**config.mk**
```make
export PLATFORM = sky130hd
export DESIGN_NAME = vc_sweep_sequencer
export DESIGN_NICKNAME = d
export VERILOG_FILES = /design/src/rtl/vc_sweep_sequencer.sv
export SDC_FILE = /design/constraint.sdc
export NUM_CORES = 1
export LEC_CHECK = 0
export ABC_CLOCK_PERIOD_IN_PS = 5900
export CAP_MARGIN = 30
export CORE_AREA = 2 2 80 158
export CTS_BUF_LIST = sky130_fd_sc_hd__clkbuf_8 sky130_fd_sc_hd__clkbuf_16
export DETAILED_ROUTE_END_ITERATION = 7
export DIE_AREA = 0 0 82 160
export DONT_BUFFER_PORTS = 1
export PLACE_DENSITY = 0.66
export SETUP_SLACK_MARGIN = 0.3
export SYNTH_ARGS = -nofsm -noshare
export SYNTH_HDL_FRONTEND = slang
export SYNTH_SLANG_ARGS = --single-unit
```
**constraint.sdc**
```tcl
create_clock -name i_clk -period 5.9 [get_ports i_clk]
set_clock_uncertainty 0.15 [all_clocks]
set_input_delay 1.77 -clock i_clk [delete_from_list [all_inputs] [get_ports i_clk]]
set_output_delay 1.77 -clock i_clk [all_outputs]
set_load 0.005 [all_outputs]
```
**src/rtl/vc_sweep_sequencer.sv**
```systemverilog
`default_nettype none
// ============================================================================
// Module   : vc_sweep_sequencer
// Purpose  : Steps the VC DAC through a start/step/steps sweep, settling and
//            running a number of ADC sample handshakes at every point.
// Revision : 1.0 - initial release
// ============================================================================
module vc_sweep_sequencer #(
   parameter int DACBITS       = 12,
   parameter int SETTLE_CYCLES = 16
) (
   input  logic               i_clk,
   input  logic               i_rst,
   input  logic               i_vcReset,
   input  logic               i_sweepOn,
   input  logic               i_sweepUp,
   input  logic               i_shutdown,
   input  logic [DACBITS-1:0] i_step,
   input  logic [DACBITS-1:0] i_repeats,
   input  logic [DACBITS-1:0] i_start,
   input  logic [DACBITS-1:0] i_steps,
   input  logic               i_sampleDone,
   output logic [DACBITS-1:0] o_dacCode,
   output logic               o_dacLoad,
   output logic               o_sampleReq,
   output logic [DACBITS-1:0] o_pointIndex,
   output logic               o_busy,
   output logic               o_sweepDone
);

   localparam int c_SW = (SETTLE_CYCLES > 1) ? $clog2(SETTLE_CYCLES) : 1;
   localparam logic [c_SW-1:0] c_SETTLE_LAST = c_SW'(SETTLE_CYCLES - 1);

   typedef enum logic [2:0] {
      ST_IDLE    = 3'd0,
      ST_LOAD    = 3'd1,
      ST_SETTLE  = 3'd2,
      ST_SAMPLE  = 3'd3,
      ST_ADVANCE = 3'd4
   } state_t;

   state_t             r_state, w_state;
   logic [DACBITS-1:0] r_code, w_code;
   logic [DACBITS-1:0] r_index, w_index;
   logic [DACBITS-1:0] r_step, w_step;
   logic [DACBITS-1:0] r_repeats, w_repeats;
   logic [DACBITS-1:0] r_steps, w_steps;
   logic               r_up, w_up;
   logic [c_SW-1:0]    r_settle, w_settle;
   logic [DACBITS-1:0] r_rep, w_rep;
   logic               r_req, w_req;
   logic               r_vcSync1, r_vcSync2, r_vcPrev;

   logic               w_restart;
   logic               w_abort;
   logic               w_last;
   logic [DACBITS-1:0] w_repTarget;
   logic [DACBITS-1:0] w_repNext;
   logic [DACBITS:0]   w_sum;
   logic [DACBITS:0]   w_diff;
   logic [DACBITS-1:0] w_nextCode;

   assign w_restart   = r_vcSync2 & ~r_vcPrev;
   assign w_abort     = i_shutdown | w_restart | ~i_sweepOn;
   assign w_last      = (r_index == (r_steps - DACBITS'(1)));
   assign w_repTarget = (r_repeats == '0) ? DACBITS'(1) : r_repeats;
   assign w_repNext   = r_rep + DACBITS'(1);

   // One extra bit exposes carry/borrow so the code clamps instead of wrapping.
   assign w_sum      = {1'b0, r_code} + {1'b0, r_step};
   assign w_diff     = {1'b0, r_code} - {1'b0, r_step};
   assign w_nextCode = r_up ? (w_sum[DACBITS]  ? '1 : w_sum[DACBITS-1:0])
                            : (w_diff[DACBITS] ? '0 : w_diff[DACBITS-1:0]);

   assign o_busy = (r_state != ST_IDLE);

   always_ff @(posedge i_clk or posedge i_rst) begin
      if (i_rst) begin
         r_state   <= ST_IDLE;
         r_code    <= '0;
         r_index   <= '0;
         r_step    <= '0;
         r_repeats <= '0;
         r_steps   <= '0;
         r_up      <= 1'b0;
         r_settle  <= '0;
         r_rep     <= '0;
         r_req     <= 1'b0;
         r_vcSync1 <= 1'b0;
         r_vcSync2 <= 1'b0;
         r_vcPrev  <= 1'b0;
      end else begin
         r_state   <= w_state;
         r_code    <= w_code;
         r_index   <= w_index;
         r_step    <= w_step;
         r_repeats <= w_repeats;
         r_steps   <= w_steps;
         r_up      <= w_up;
         r_settle  <= w_settle;
         r_rep     <= w_rep;
         r_req     <= w_req;
         r_vcSync1 <= i_vcReset;
         r_vcSync2 <= r_vcSync1;
         r_vcPrev  <= r_vcSync2;
      end
   end

   always_comb begin
      w_state      = r_state;
      w_code       = r_code;
      w_index      = r_index;
      w_step       = r_step;
      w_repeats    = r_repeats;
      w_steps      = r_steps;
      w_up         = r_up;
      w_settle     = r_settle;
      w_rep        = r_rep;
      w_req        = r_req;
      o_dacCode    = r_code;
      o_pointIndex = r_index;
      o_dacLoad    = 1'b0;
      o_sampleReq  = 1'b0;
      o_sweepDone  = 1'b0;

      case (r_state)
         ST_IDLE: begin
            if (i_sweepOn) w_state = ST_LOAD;
         end
         ST_LOAD: begin
            if (!w_abort) begin
               w_step       = i_step;
               w_repeats    = i_repeats;
               w_steps      = i_steps;
               w_up         = i_sweepUp;
               w_code       = i_start;
               w_index      = '0;
               o_dacCode    = i_start;
               o_pointIndex = '0;
               if (i_steps == '0) begin
                  o_sweepDone = 1'b1;
                  w_state     = ST_IDLE;
               end else begin
                  o_dacLoad = 1'b1;
                  w_settle  = '0;
                  w_state   = ST_SETTLE;
               end
            end
         end
         ST_SETTLE: begin
            if (r_settle == c_SETTLE_LAST) begin
               w_req   = 1'b1;
               w_rep   = '0;
               w_state = ST_SAMPLE;
            end else begin
               w_settle = r_settle + c_SW'(1);
            end
         end
         ST_SAMPLE: begin
            o_sampleReq = r_req;
            // Request stays low for one cycle after each ack before re-raising.
            if (!r_req) begin
               w_req = 1'b1;
            end else if (i_sampleDone) begin
               w_req = 1'b0;
               w_rep = w_repNext;
               if (!i_sweepOn)
                  w_state = ST_IDLE;
               else if (w_repNext == w_repTarget)
                  w_state = ST_ADVANCE;
            end
         end
         ST_ADVANCE: begin
            if (!w_abort) begin
               if (w_last) begin
                  o_sweepDone = 1'b1;
                  w_state     = ST_LOAD;
               end else begin
                  w_code       = w_nextCode;
                  w_index      = r_index + DACBITS'(1);
                  o_dacCode    = w_nextCode;
                  o_pointIndex = r_index + DACBITS'(1);
                  o_dacLoad    = 1'b1;
                  w_settle     = '0;
                  w_state      = ST_SETTLE;
               end
            end
         end
         default: w_state = ST_IDLE;
      endcase

      // Priority: shutdown, then restart edge, then sweep enable dropping.
      if (i_shutdown) begin
         w_state = ST_IDLE;
         w_code  = '0;
         w_index = '0;
         w_req   = 1'b0;
      end else if (r_state != ST_IDLE) begin
         if (w_restart) begin
            w_state = i_sweepOn ? ST_LOAD : ST_IDLE;
            w_req   = 1'b0;
         end else if (!i_sweepOn && !(r_state == ST_SAMPLE && r_req)) begin
            w_state = ST_IDLE;
         end
      end
   end

endmodule
`default_nettype wire

```
==> results.md, run 1 <==
- The average vias per placed instance is 6.49.
- The number of max-cap violations is 0.
- The global router's overall resource usage is 27.6%.
- Pin placement for this block handled 83 I/O pins.
- On the critical path the largest part of the delay comes from simple AND/OR/NAND/NOR gates.
- The worst min-delay path class is register to register.
- The detailed-route wire length per cell is 19.4 µm.
- The warning count from the yosys run is 0.
- Synthesis produced a netlist with a net count of 840.
- In this run the power spent charging and discharging nets is 0.882 mW.
- The die is 82 µm wide.
- The fill cell instance count of the final layout is 1,109.
- The register bit count reported by yosys is 84.
- The total power after layout is 2.25 mW.
- The cell that appears most often on the critical path is sky130_fd_sc_hd__or4_1.
- The initial antenna violation count was 1.
- The quantity of I/O buffers inserted on ports is 0.
- For the finished layout, the period the worst path requires is 5320 ps.
- The relative contribution of combinational cells to total power is 37.9%.
- The clock-pin slew on the worst setup and hold paths is ~70 ps.
- The count of routing violations after the opening detailed-route iteration is 484.
- The region available for standard cell placement spans ~12,000 µm².
- The most area-hungry cell type in the Yosys netlist is sky130_fd_sc_hd__dfrtp_1.
- The area added between synthesis and finish is 6.47%.
- For this configuration, the core starts out at a cell density of 53.1%.
- CTS saw 84 sinks.
- The floorplan row count is 57.
- The root buffer cell chosen for the clock tree is sky130_fd_sc_hd__clkbuf_16.
- In the routed design, unresolved DRC markers number 0.
- The maximum fanout encountered on the critical timing path is 11.
- The longest individual stage delay on the worst path is 660 ps.
- The later pin in the worst-skew pair is clocked with a latency of between 300 and 400 ps.
- The pre-antenna-repair detailed-routing pass consisted of 5 iterations.
- Entering global routing, the biggest net connects 52 pins.
- The peak supply drop is 226 µV.
- In this run, synthesis inferred 0 flip-flops with an integrated enable.
- The largest buffer count on any clock path is 2.
- The final number of hold-violating endpoints was 0.
- The total congestion overflow is 0.
- Detailed routing inserted a total of 5,773 vias.
- The top cell type by area accounts for between 30% and 40% of the synthesized area.
- The critical path is of the register to output port type.
- The run finished with clean final reports.
- The final weighted congestion in routability-driven placement is 0.893.
- TritonCTS built the clock tree.
- Sorting the synthesized cells by how often they occur yields sky130_fd_sc_hd__dfrtp_1 (84), sky130_fd_sc_hd__nand2_1 (76), sky130_fd_sc_hd__o21ai_0 (55).
- In the synthesized netlist the dominant register cell turns out to be sky130_fd_sc_hd__dfrtp_1.
- The wire length of the first global-routing pass is 28.2 mm.
- The final-report max-slew violation count is 0.
- For the pin with the worst max-slew slack, the measured transition is 919 ps.
- The die is around 160 µm tall.
- The combined area of all synthesized cells is 6360 µm².
- Measured against its own limit, the worst slew margin works out to 38.7%.
- The count of H-tree levels built during CTS is 3.
- The async set or reset register ratio after synthesis is 100%.
- The average cell area after synthesis is 8.42 µm².
- The launching element type of the critical path is a register.
- Setup repair after global routing left no endpoint under its margin.
- Sequential elements use 33.1% of the synthesized area.
- The post-synthesis cell count is roughly 760.
- The number of library cell types mapped by synthesis is 71.
- The buffers inserted during post-CTS setup optimization is 0.
- The combined buffer and inverter count along the critical path is 1.
- By area the synthesized netlist is led by sky130_fd_sc_hd__dfrtp_1 (33%), sky130_fd_sc_hd__ha_1 (5.5%), sky130_fd_sc_hd__nand2_1 (4.5%), sky130_fd_sc_hd__xnor2_1 (4.4%), sky130_fd_sc_hd__o21ai_0 (4.3%).
- The detailed placement HPWL is 13.0 mm.
- The number of global-route vias before repair is 5,490.
- The slowest stage cell on the critical path is sky130_fd_sc_hd__or4_1.
- The sequential fraction of design power is a little under two fifths.
- The final-layout setup total negative slack is 0 ps.
- The final layout contains routed wiring with a total length of 17.3 mm.
- The analysis attributes to cell leakage a power of 2.82 nW.
- At the worst endpoint, the arrival time is 3400 ps.
- Traced cell by cell, the critical path runs through or4_1 > or4_1 > a32o_1 > or3_1 > buf_4 > and4_1 > nor3_1.
- In the final design database the tool counted 822 nets.
- In this run, the clock network consumes 25.0% of the power.
- The fraction of power spent switching nets is between 30% and 40%.
- The die covers 13,100 µm².
- The clock buffer count from CTS is 9.
- The kind of capture point of the worst setup path is an output port.
- The required time at the endpoint of the critical path is between 3000 and 4000 ps.
- The remaining number of nets flagged by the antenna check after routing is 0.
- Derived from the worst setup path, the maximum achievable clock frequency is 188 MHz.
- The share of layout cells above drive strength 1 is 9.70%.
- Cell internal power was estimated by the tool at 1.37 mW.
- The most frequent cell after synthesis is sky130_fd_sc_hd__dfrtp_1.
- Dividing the final minimum period by the clock period gives 90.2%.
- The cell area power density is 332 nW/µm².
- The final count of negative-setup-slack endpoints is 0.
## metal layers
| metal | up-vias | GRT usage, % | share of wire [%] |
|---|---|---|---|
| li1 | 2745 | - | - |
| met1 | 2792 | 37.8 | 43 |
| met2 | 194 | 41.3 | 47 |
| met3 | 42 | 6.50 | 6.8 |
| met4 | 0 | 11.8 | 3.8 |
| met5 | - | 0 | 0 |
## stage by stage
stage	area, µm²	setup WS [ps]	std cells	hold slack [ps]	utilization, %
floorplan	6360	719	755	181	-
detailed placement	6470	610	873	192	54.0
finish	6770	578	890	212	56.5
CTS	6760	494	889	220	56.4
global route	6770	318	890	230	56.5
global placement	6470	724	873	197	54.0
## placed cells by master (no fill, tap or decap), drive strengths merged, types with 5 or more instances in the layout
master / n
inv: 34
a21oi: 39
a22oi: 6
a31oi: 25
nor2b: 11
nand2b: 11
or3: 7
xor2: 14
dfrtp: 84
nor4: 21
ha: 28
buf: 16
nand3: 28
and3: 9
o21ai: 55
clkbuf: 9
nand2: 76
mux2: 23
nor2: 51
xnor2: 32
nand4: 11
a21o: 9
and2: 14
a311oi: 5
o31ai: 10
a211oi: 9
o211ai: 6
or4: 5
nor3: 23
o311ai: 6
## final timing paths
| kind | from | endpoint | slack (ps) | cells after the start |
|---|---|---|---|---|
| max in group asynchronous | i_rst | r_code[10]$_DFF_PP0_ | 3280 | 2 |
| setup reg to reg | r_steps[3]$_DFFE_PP0P_ | r_code[5]$_DFF_PP0_ | 2570 | 7 |
| hold reg to reg | r_vcSync1$_DFF_PP0_ | r_vcSync2$_DFF_PP0_ | 210 | 0 |
| setup / recovery | r_steps[3]$_DFFE_PP0P_ | o_dacCode[5] | 580 | 7 |
| min in group asynchronous | i_rst | r_repeats[0]$_DFFE_PP0P_ | 1320 | 1 |
| hold / removal | r_vcSync1$_DFF_PP0_ | r_vcSync2$_DFF_PP0_ | 210 | 0 |
## power groups by stage
stage / clock (mW) / combinational, mW / sequential, mW
final: 0.563 / 0.852 / 0.834
after global routing: 0.605 / 0.943 / 0.852
after CTS: 0.575 / 0.842 / 0.832
after detailed placement: 0 / 0.834 / 0.842
after global placement: 0 / 0.820 / 0.839
after floorplan: 0 / 0.708 / 0.788
## state kept, by name, indices dropped and copies added (netlist names)
| register | count |
|---|---|
| r_code | 12 |
| r_index | 12 |
| r_rep | 12 |
| r_repeats | 12 |
| r_step | 12 |
| r_steps | 12 |
| r_settle | 4 |
| r_state | 3 |
| r_req | 1 |
| r_up | 1 |
| r_vcPrev | 1 |
| r_vcSync1 | 1 |
| r_vcSync2 | 1 |
## final cells by class
cell class / instances / area [µm²] / share of cell area, %
clock inverter: 7 / 66.3 / 0.979
tap: 147 / 184 / 2.72
clock buffer: 9 / 225 / 3.33
inverter: 30 / 114 / 1.68
antenna: 1 / 2.50 / 0.0370
timing repair buffer: 16 / 120 / 1.77
sequential: 84 / 2100 / 31.0
multi-input combinational: 596 / 3960 / 58.4
## cells by family (layout without fill, tap and decap cells)
group | Yosys count | in the layout | share of synthesized area [%]
compound gates | 208 | 208 | 21.9
xor+xnor | 46 | 46 | 6.34
fa+ha+maj | 30 | 30 | 6.14
buf+inv | 75 | 62 | 4.90
flops | 84 | 84 | 33.1
mux | 25 | 25 | 4.39
other cells | 0 | 1 | 0
simple gates | 287 | 287 | 23.3
## worst register-to-register path, delay by kind of cell (launching register included)
kind / cells / cell delay [ps]
simple gates: 5 / 2080
flops: 1 / 480
compound gates: 1 / 310
buf+inv: 1 / 200
## repair_timing
| item | in CTS | in global routing |
|---|---|---|
| resized for setup | 0 | 2 |
| endpoints found under the setup margin | 0 | 2 |
| hold buffers | 0 | 0 |
Power figures use the tool's default switching activity.
==> inputs of run 2 (changes only) <==
Settings changed: GPL_TIMING_DRIVEN from default to 0.
==> results.md, run 2 (synthesis gave the netlist of run 1 again) <==
- The flow ran to the end, and the final reports show no timing, DRC or antenna violations.
- The floorplan row count is 57 (unchanged).
- The clock tree root buffer cell is sky130_fd_sc_hd__clkbuf_16.
- The longest individual stage delay on the worst path came to 450 ps (-210 ps).
- The clock buffer count from CTS is 9 (unchanged).
- The final-report max-slew violation count is 0 (unchanged).
- The global router's overall resource usage came to 30.3% (+2.7 points).
- The maximum fanout encountered on the critical timing path was 10 (-1).
- The quantity of I/O buffers inserted on ports is 0 (unchanged).
- The register-to-register setup slack is 2440 ps (-130 ps).
- The slew at the pin with the worst max-slew slack is 829 ps (-89.5 ps).
- The final critical-path share of the clock period is 94.7% (+4.5 points).
- The remaining number of nets flagged by the antenna check after routing is 0 (unchanged).
- The total clock sinks is 84 (unchanged).
- The number of global-route vias before repair came to 5,775 (+5.2%).
- The endpoint with the worst hold slack is r_vcSync2$_DFF_PP0_.
- The number of buffers inserted for hold repair after clock tree synthesis is 0 (unchanged).
- The combined buffer and inverter count along the critical path is 3 (+2).
- The cell area power density was 338 nW/µm² (+1.6%).
- The largest net degree at the start of global routing was 69 (+33%).
- The kind of capture point of the worst setup path is an output port.
- The cell depth of the worst min-delay path was 0 (unchanged).
- The maximum frequency from static timing analysis is 179 MHz (-4.7%).
- The count of H-tree levels built during CTS came to 3 (unchanged).
- The utilization after layout was 58.1% (+1.6 points).
- The initial cell density of the core was 53.1% (unchanged).
- The area added between synthesis and finish is 9.43%.
- The launching element type of the critical path is an input pin.
- Leaving out fill and tap cells, the most frequent cell in the layout is sky130_fd_sc_hd__dfrtp_1.
- The detailed placement HPWL is 14.0 mm (+7.9%).
- The wire length reported by the detailed router is 18.7 mm (+8.3%).
- The final weighted congestion in routability-driven placement came to 0.918 (+2.8%).
- Among all stages on the critical path, the largest delay is contributed by sky130_fd_sc_hd__clkbuf_1.
- The wire length of the first global-routing pass is 30.5 mm (+8.3%).
- The startpoint identified for the worst hold timing path is r_vcSync1$_DFF_PP0_.
- The count of routing violations after the opening detailed-route iteration is 343 (-29%).
- The launch point of the worst reg-to-reg path is r_steps[3]$_DFFE_PP0P_.
- The initial antenna violation count was 1 (unchanged).
- The peak supply drop is 206 µV (-9.1%).
- The insertion delay to the later sink of the worst-skew pair was 340 ps (about the same).
- The top cell family by delay on the critical path is buffers and inverters.
- The startpoint-to-endpoint class of the critical path is input pin to output port.
- The full die area is 13,100 µm² (unchanged).
- The final hold slack was 209 ps (-2.76 ps).
- The setup slack after placement came to -119 ps (-729 ps).
- The number of max-cap violations is 0 (unchanged).
- The worst min-delay path class is register to register.
- The count of nets after finishing is 853 (+3.8%).
- The number of gates given a new drive strength after cts came to 3 (+3).
- In the layout the commonest cells are sky130_fd_sc_hd__dfrtp_1 (84), sky130_fd_sc_hd__nand2_1 (76), sky130_fd_sc_hd__o21ai_0 (54).
- The final critical-path setup slack is 313 ps (-265 ps).
- The buffers inserted during post-CTS setup optimization is 0 (unchanged).
- The largest buffer count on any clock path is 2 (unchanged).
- The length of the first detailed-routing pass in iterations was 5 (unchanged).
- The post-detailed-route DRC marker count is 0 (unchanged).
- The cell count of the worst reg-to-reg path was 10 (+3).
- The detailed-route wire length per cell was 20.3 µm (+4.7%).
- TritonCTS built the clock tree.
- The via total after detailed routing is 5,863 (+1.6%).
- The final-layout setup total negative slack is 0 ps (unchanged).
- The final number of hold-violating endpoints came to 0 (unchanged).
- The max-slew headroom at the worst pin came to 44.7% (+6.0 points).
- Setup repair after global routing could not meet its margin everywhere.
- The signal on the critical path passes through nor2b_1 > nand2_1 > nor3_1 > clkbuf_2 > clkbuf_1 > clkbuf_2 > nor3_1.
- The height of the die was 160 µm (unchanged).
- The share of layout cells above drive strength 1 was 9.18% (-0.52 points).
- The number of primary I/O pins came to 83 (unchanged).
- The required time at the endpoint of the critical path is 3980 ps (about the same).
- The clock-pin slew on the worst setup and hold paths is 70 ps (about the same).
- The x dimension of the die was 82 µm (unchanged).
- The final count of negative-setup-slack endpoints is 0 (unchanged).
- In this run the critical register-to-register path is captured at r_index[8]$_DFF_PP0_.
- The reported leakage power is 2.87 nW (+1.8%).
- The critical path data arrival time is 3670 ps (+270 ps).
- The total congestion overflow is 0 (unchanged).
- The final period demand of the worst path is 5590 ps (+265 ps).
- The average vias per placed instance is 6.37 (-1.9%).
- The core box area is 12,000 µm² (unchanged).
run 2: worst max path at each step:
stage | start | to | slack, ps | depth (start not counted)
final | i_sweepOn | o_pointIndex[6] | 310 | 7
after global routing | i_sweepOn | o_pointIndex[6] | 140 | 7
after CTS | i_sweepOn | o_pointIndex[6] | 120 | 7
after detailed placement | i_sweepOn | o_pointIndex[6] | -120 | 7
after global placement | i_sweepOn | o_pointIndex[6] | -90 | 7
after floorplan | i_sweepOn | o_pointIndex[6] | 720 | 7
run 2: layout make-up:
type                    count  area [µm²]
fillers                  1110        5020
clock buffers               9         225
flip-flops and latches     84        2100
plain buffers              45         203
multi-input cells         596        3990
inverters                  30         115
repair buffers              2        32.5
well taps                 147         184
clock inverters             7         105
diodes                      1        2.50
run 2: layer usage:
layer | track usage [%] | share of wire [%] | up-vias
met5 | 0 | 0 | -
met1 | 41.1 | 43 | 2822
met4 | 12.4 | 4.3 | 0
met2 | 46.6 | 47 | 184
met3 | 6.27 | 5.6 | 46
li1 | - | - | 2811
run 2: power by group:
part | internal [mW] | total, mW | switching (mW) | leakage, nW
Clock | 0.378 | 0.639 | 0.261 | 0.159
Sequential | 0.700 | 0.814 | 0.114 | 1.09
Combinational | 0.379 | 0.895 | 0.517 | 1.62
run 2: stage by stage:
stage / instances / power [mW] / instance area (µm²)
global placement: 902 / 1.67 / 6540
detailed placement: 904 / 1.69 / 6580
CTS: 920 / 2.34 / 6920
floorplan: 755 / 1.50 / 6360
finish: 921 / 2.35 / 6960
global route: 921 / 2.51 / 6960
==> inputs of run 3 (changes only) <==
Settings changed: PLACE_DENSITY 0.66 to 0.67.
==> results.md, run 3 (synthesis gave the netlist of run 1 again) <==
- The full die area is 13,100 µm² (unchanged).
- The number of diodes added for antenna fixing is 0 (-1).
- The final number of hold-violating endpoints came to 0 (unchanged).
- The initial cell density of the core was 53.1% (unchanged).
- The wire length of the first global-routing pass is 30.0 mm (-1.5%).
- The destination of the worst register-to-register timing path is r_code[1]$_DFF_PP0_.
- The run finished with clean final reports.
- The number of global-route vias before repair is 5,719 (-0.97%).
- The internal power consumption is 1.38 mW (-5.1%).
- The worst setup path is launched from a register.
- The final critical-path setup slack is 455 ps (+141 ps).
- The number of max-cap violations came to 0 (unchanged).
- The final hold slack is 209 ps (-0.767 ps).
- The cell count of the worst reg-to-reg path is 9 (-1).
- The fraction of power spent switching nets is 40.0% (+2.0 points).
- The insertion delay to the later sink of the worst-skew pair is 350 ps (about the same).
- The final-layout setup total negative slack came to 0 ps (unchanged).
- The peak supply drop is 250 µV (+22%).
- The critical path starts at r_steps[3]$_DFFE_PP0P_.
- The total congestion overflow is 0 (unchanged).
- The cell area power density is 333 nW/µm² (-1.5%).
- The initial antenna violation count is 0 (-1).
- The final weighted congestion in routability-driven placement is 0.946 (+3.0%).
- The total clock sinks was 84 (unchanged).
- The floorplan row count is 57 (unchanged).
- The count of routing violations after the opening detailed-route iteration is 549 (+60%).
- The final critical-path share of the clock period came to 92.3% (-2.4 points).
- The net switching power is 0.920 mW (+3.1%).
- The count of H-tree levels built during CTS is 3 (unchanged).
- The number of buffers inserted for hold repair after clock tree synthesis is 0 (unchanged).
- The portion of total power attributed to the clock network is 25.2% (-2.0 points).
- The count of nets after finishing is 853 (unchanged).
- The number of primary I/O pins was 83 (unchanged).
- The final period demand of the worst path came to 5450 ps (-141 ps).
- The register-to-register setup slack is 2460 ps (+20 ps).
- The average vias per placed instance was 6.39 (+0.36%).
- The maximum frequency from static timing analysis was 184 MHz (+2.6%).
- The global router's overall resource usage is 29.9% (-0.42 points).
- The length of the first detailed-routing pass in iterations was 5 (unchanged).
- The largest buffer count on any clock path is 2 (unchanged).
- The via total after detailed routing is 5,878 (+0.26%).
- The most frequent standard cell in the layout excluding fill and tap cells is sky130_fd_sc_hd__dfrtp_1.
- The maximum fanout encountered on the critical timing path was 10 (unchanged).
- The clock tree from TritonCTS is yes.
- The relative contribution of combinational cells to total power is 39.2% (+1.1 points).
- From synthesis to final layout, the design area changed by 8.82%.
- The share of layout cells above drive strength 1 was 9.31% (+0.13 points).
- The post-detailed-route DRC marker count is 0 (unchanged).
- The height of the die is 160 µm (unchanged).
- The detailed-route wire length per cell is 20.6 µm (+1.1%).
- The startpoint identified for the worst register-to-register timing path is r_steps[3]$_DFFE_PP0P_.
- The x dimension of the die was 82 µm (unchanged).
- The largest net degree at the start of global routing is 70 (+1.4%).
- The wire length reported by the detailed router was 18.9 mm (+0.96%).
- The final count of negative-setup-slack endpoints was 0 (unchanged).
- The top cell types in the final layout, fill and taps aside, are sky130_fd_sc_hd__dfrtp_1 (84), sky130_fd_sc_hd__nand2_1 (76), sky130_fd_sc_hd__o21ai_0 (54).
- The sequential fraction of design power was 35.5% (+0.8 points).
- The detailed placement HPWL is 14.2 mm (+1.4%).
- Setup repair after global routing left no endpoint under its margin.
- The kind of capture point of the worst setup path is an output port.
- The min-delay analysis places its worst path in the category register to register.
- The quantity of I/O buffers inserted on ports is 0 (unchanged).
- The max-slew headroom at the worst pin came to 48.8% (+4.1 points).
- The clock buffer count from CTS is 9 (unchanged).
- The critical path data arrival time is 3530 ps (-140 ps).
- The reported leakage power is 2.86 nW (-0.26%).
- The clock-pin slew on the worst setup and hold paths was 70 ps (about the same).
- The total power after layout is 2.30 mW (-2.0%).
- The startpoint-to-endpoint class of the critical path is register to output port.
- The required time at the endpoint of the critical path was 3980 ps (about the same).
- The clock tree root buffer cell is sky130_fd_sc_hd__clkbuf_16.
- The slew at the pin with the worst max-slew slack is 768 ps (-60.9 ps).
- The remaining number of nets flagged by the antenna check after routing is 0 (unchanged).
- The core box area is 12,000 µm² (unchanged).
- The capture point of the worst path is o_dacCode[3].
- The final-report max-slew violation count was 0 (unchanged).
- The setup slack after placement is -136 ps (-16.6 ps).
- The fill cell instance count of the final layout is 1,102 (-0.72%).
run 3: per-stage QoR:
stage	utilization [%]	cell area [µm²]	std cells
6_report	57.7	6920	920
3_3_place_gp	54.6	6540	902
4_1_cts	57.5	6890	920
3_5_place_dp	54.9	6580	904
2_1_floorplan	-	6360	755
5_1_grt	57.7	6920	920
run 3: power by group through the flow:
stage	combinational, mW	clock [mW]	sequential, mW
after detailed placement	0.879	0	0.825
after floorplan	0.708	0	0.788
after CTS	0.887	0.587	0.815
after global routing	1.00	0.609	0.835
after global placement	0.853	0	0.823
final	0.903	0.580	0.818
run 3: timing repair:
action / CTS / global route
resized for setup: 4 / 11
setup buffers: 0 / 0
setup endpoints to repair: 7 / 11
run 3: area by class of cell:
cell class	instances	area, µm²	area share, %
Multi-Input combinational cell	596	3990	57.6
Sequential cell	84	2100	30.4
Clock buffer	9	225	3.25
Buffer	45	204	2.95
Tap cell	147	184	2.66
Inverter	30	115	1.66
Clock inverter	7	68.8	0.995
Timing Repair Buffer	2	32.5	0.470
run 3: worst min-delay path by stage:
stage	from	to	cells past startpoint
2_1_floorplan	r_vcSync1$_DFF_PP0_	r_vcSync2$_DFF_PP0_	0
6_report	r_vcSync1$_DFF_PP0_	r_vcSync2$_DFF_PP0_	0
3_3_place_gp	r_vcSync1$_DFF_PP0_	r_vcSync2$_DFF_PP0_	0
5_1_grt	r_vcSync1$_DFF_PP0_	r_vcSync2$_DFF_PP0_	0
4_1_cts	r_vcSync1$_DFF_PP0_	r_vcSync2$_DFF_PP0_	0
3_5_place_dp	r_vcSync1$_DFF_PP0_	r_vcSync2$_DFF_PP0_	0
run 3: worst max-delay path, stage by stage (launching register included):
cell	delay (ps)
sky130_fd_sc_hd__dfrtp_1	370
sky130_fd_sc_hd__buf_6	130
sky130_fd_sc_hd__or4_1	500
sky130_fd_sc_hd__buf_2	170
sky130_fd_sc_hd__or4_1	520
sky130_fd_sc_hd__a32o_1	330
sky130_fd_sc_hd__nor4_4	450
sky130_fd_sc_hd__buf_2	360
sky130_fd_sc_hd__a211oi_1	100
sky130_fd_sc_hd__nor2_1	240
run 3: metal layers:
metal	GRT usage (%)	wire [µm]	share of wire (%)
met5	0	0	0
met4	13.6	702	3.7
met3	5.93	1350	7.1
met2	46.1	9040	48
met1	39.9	7830	41
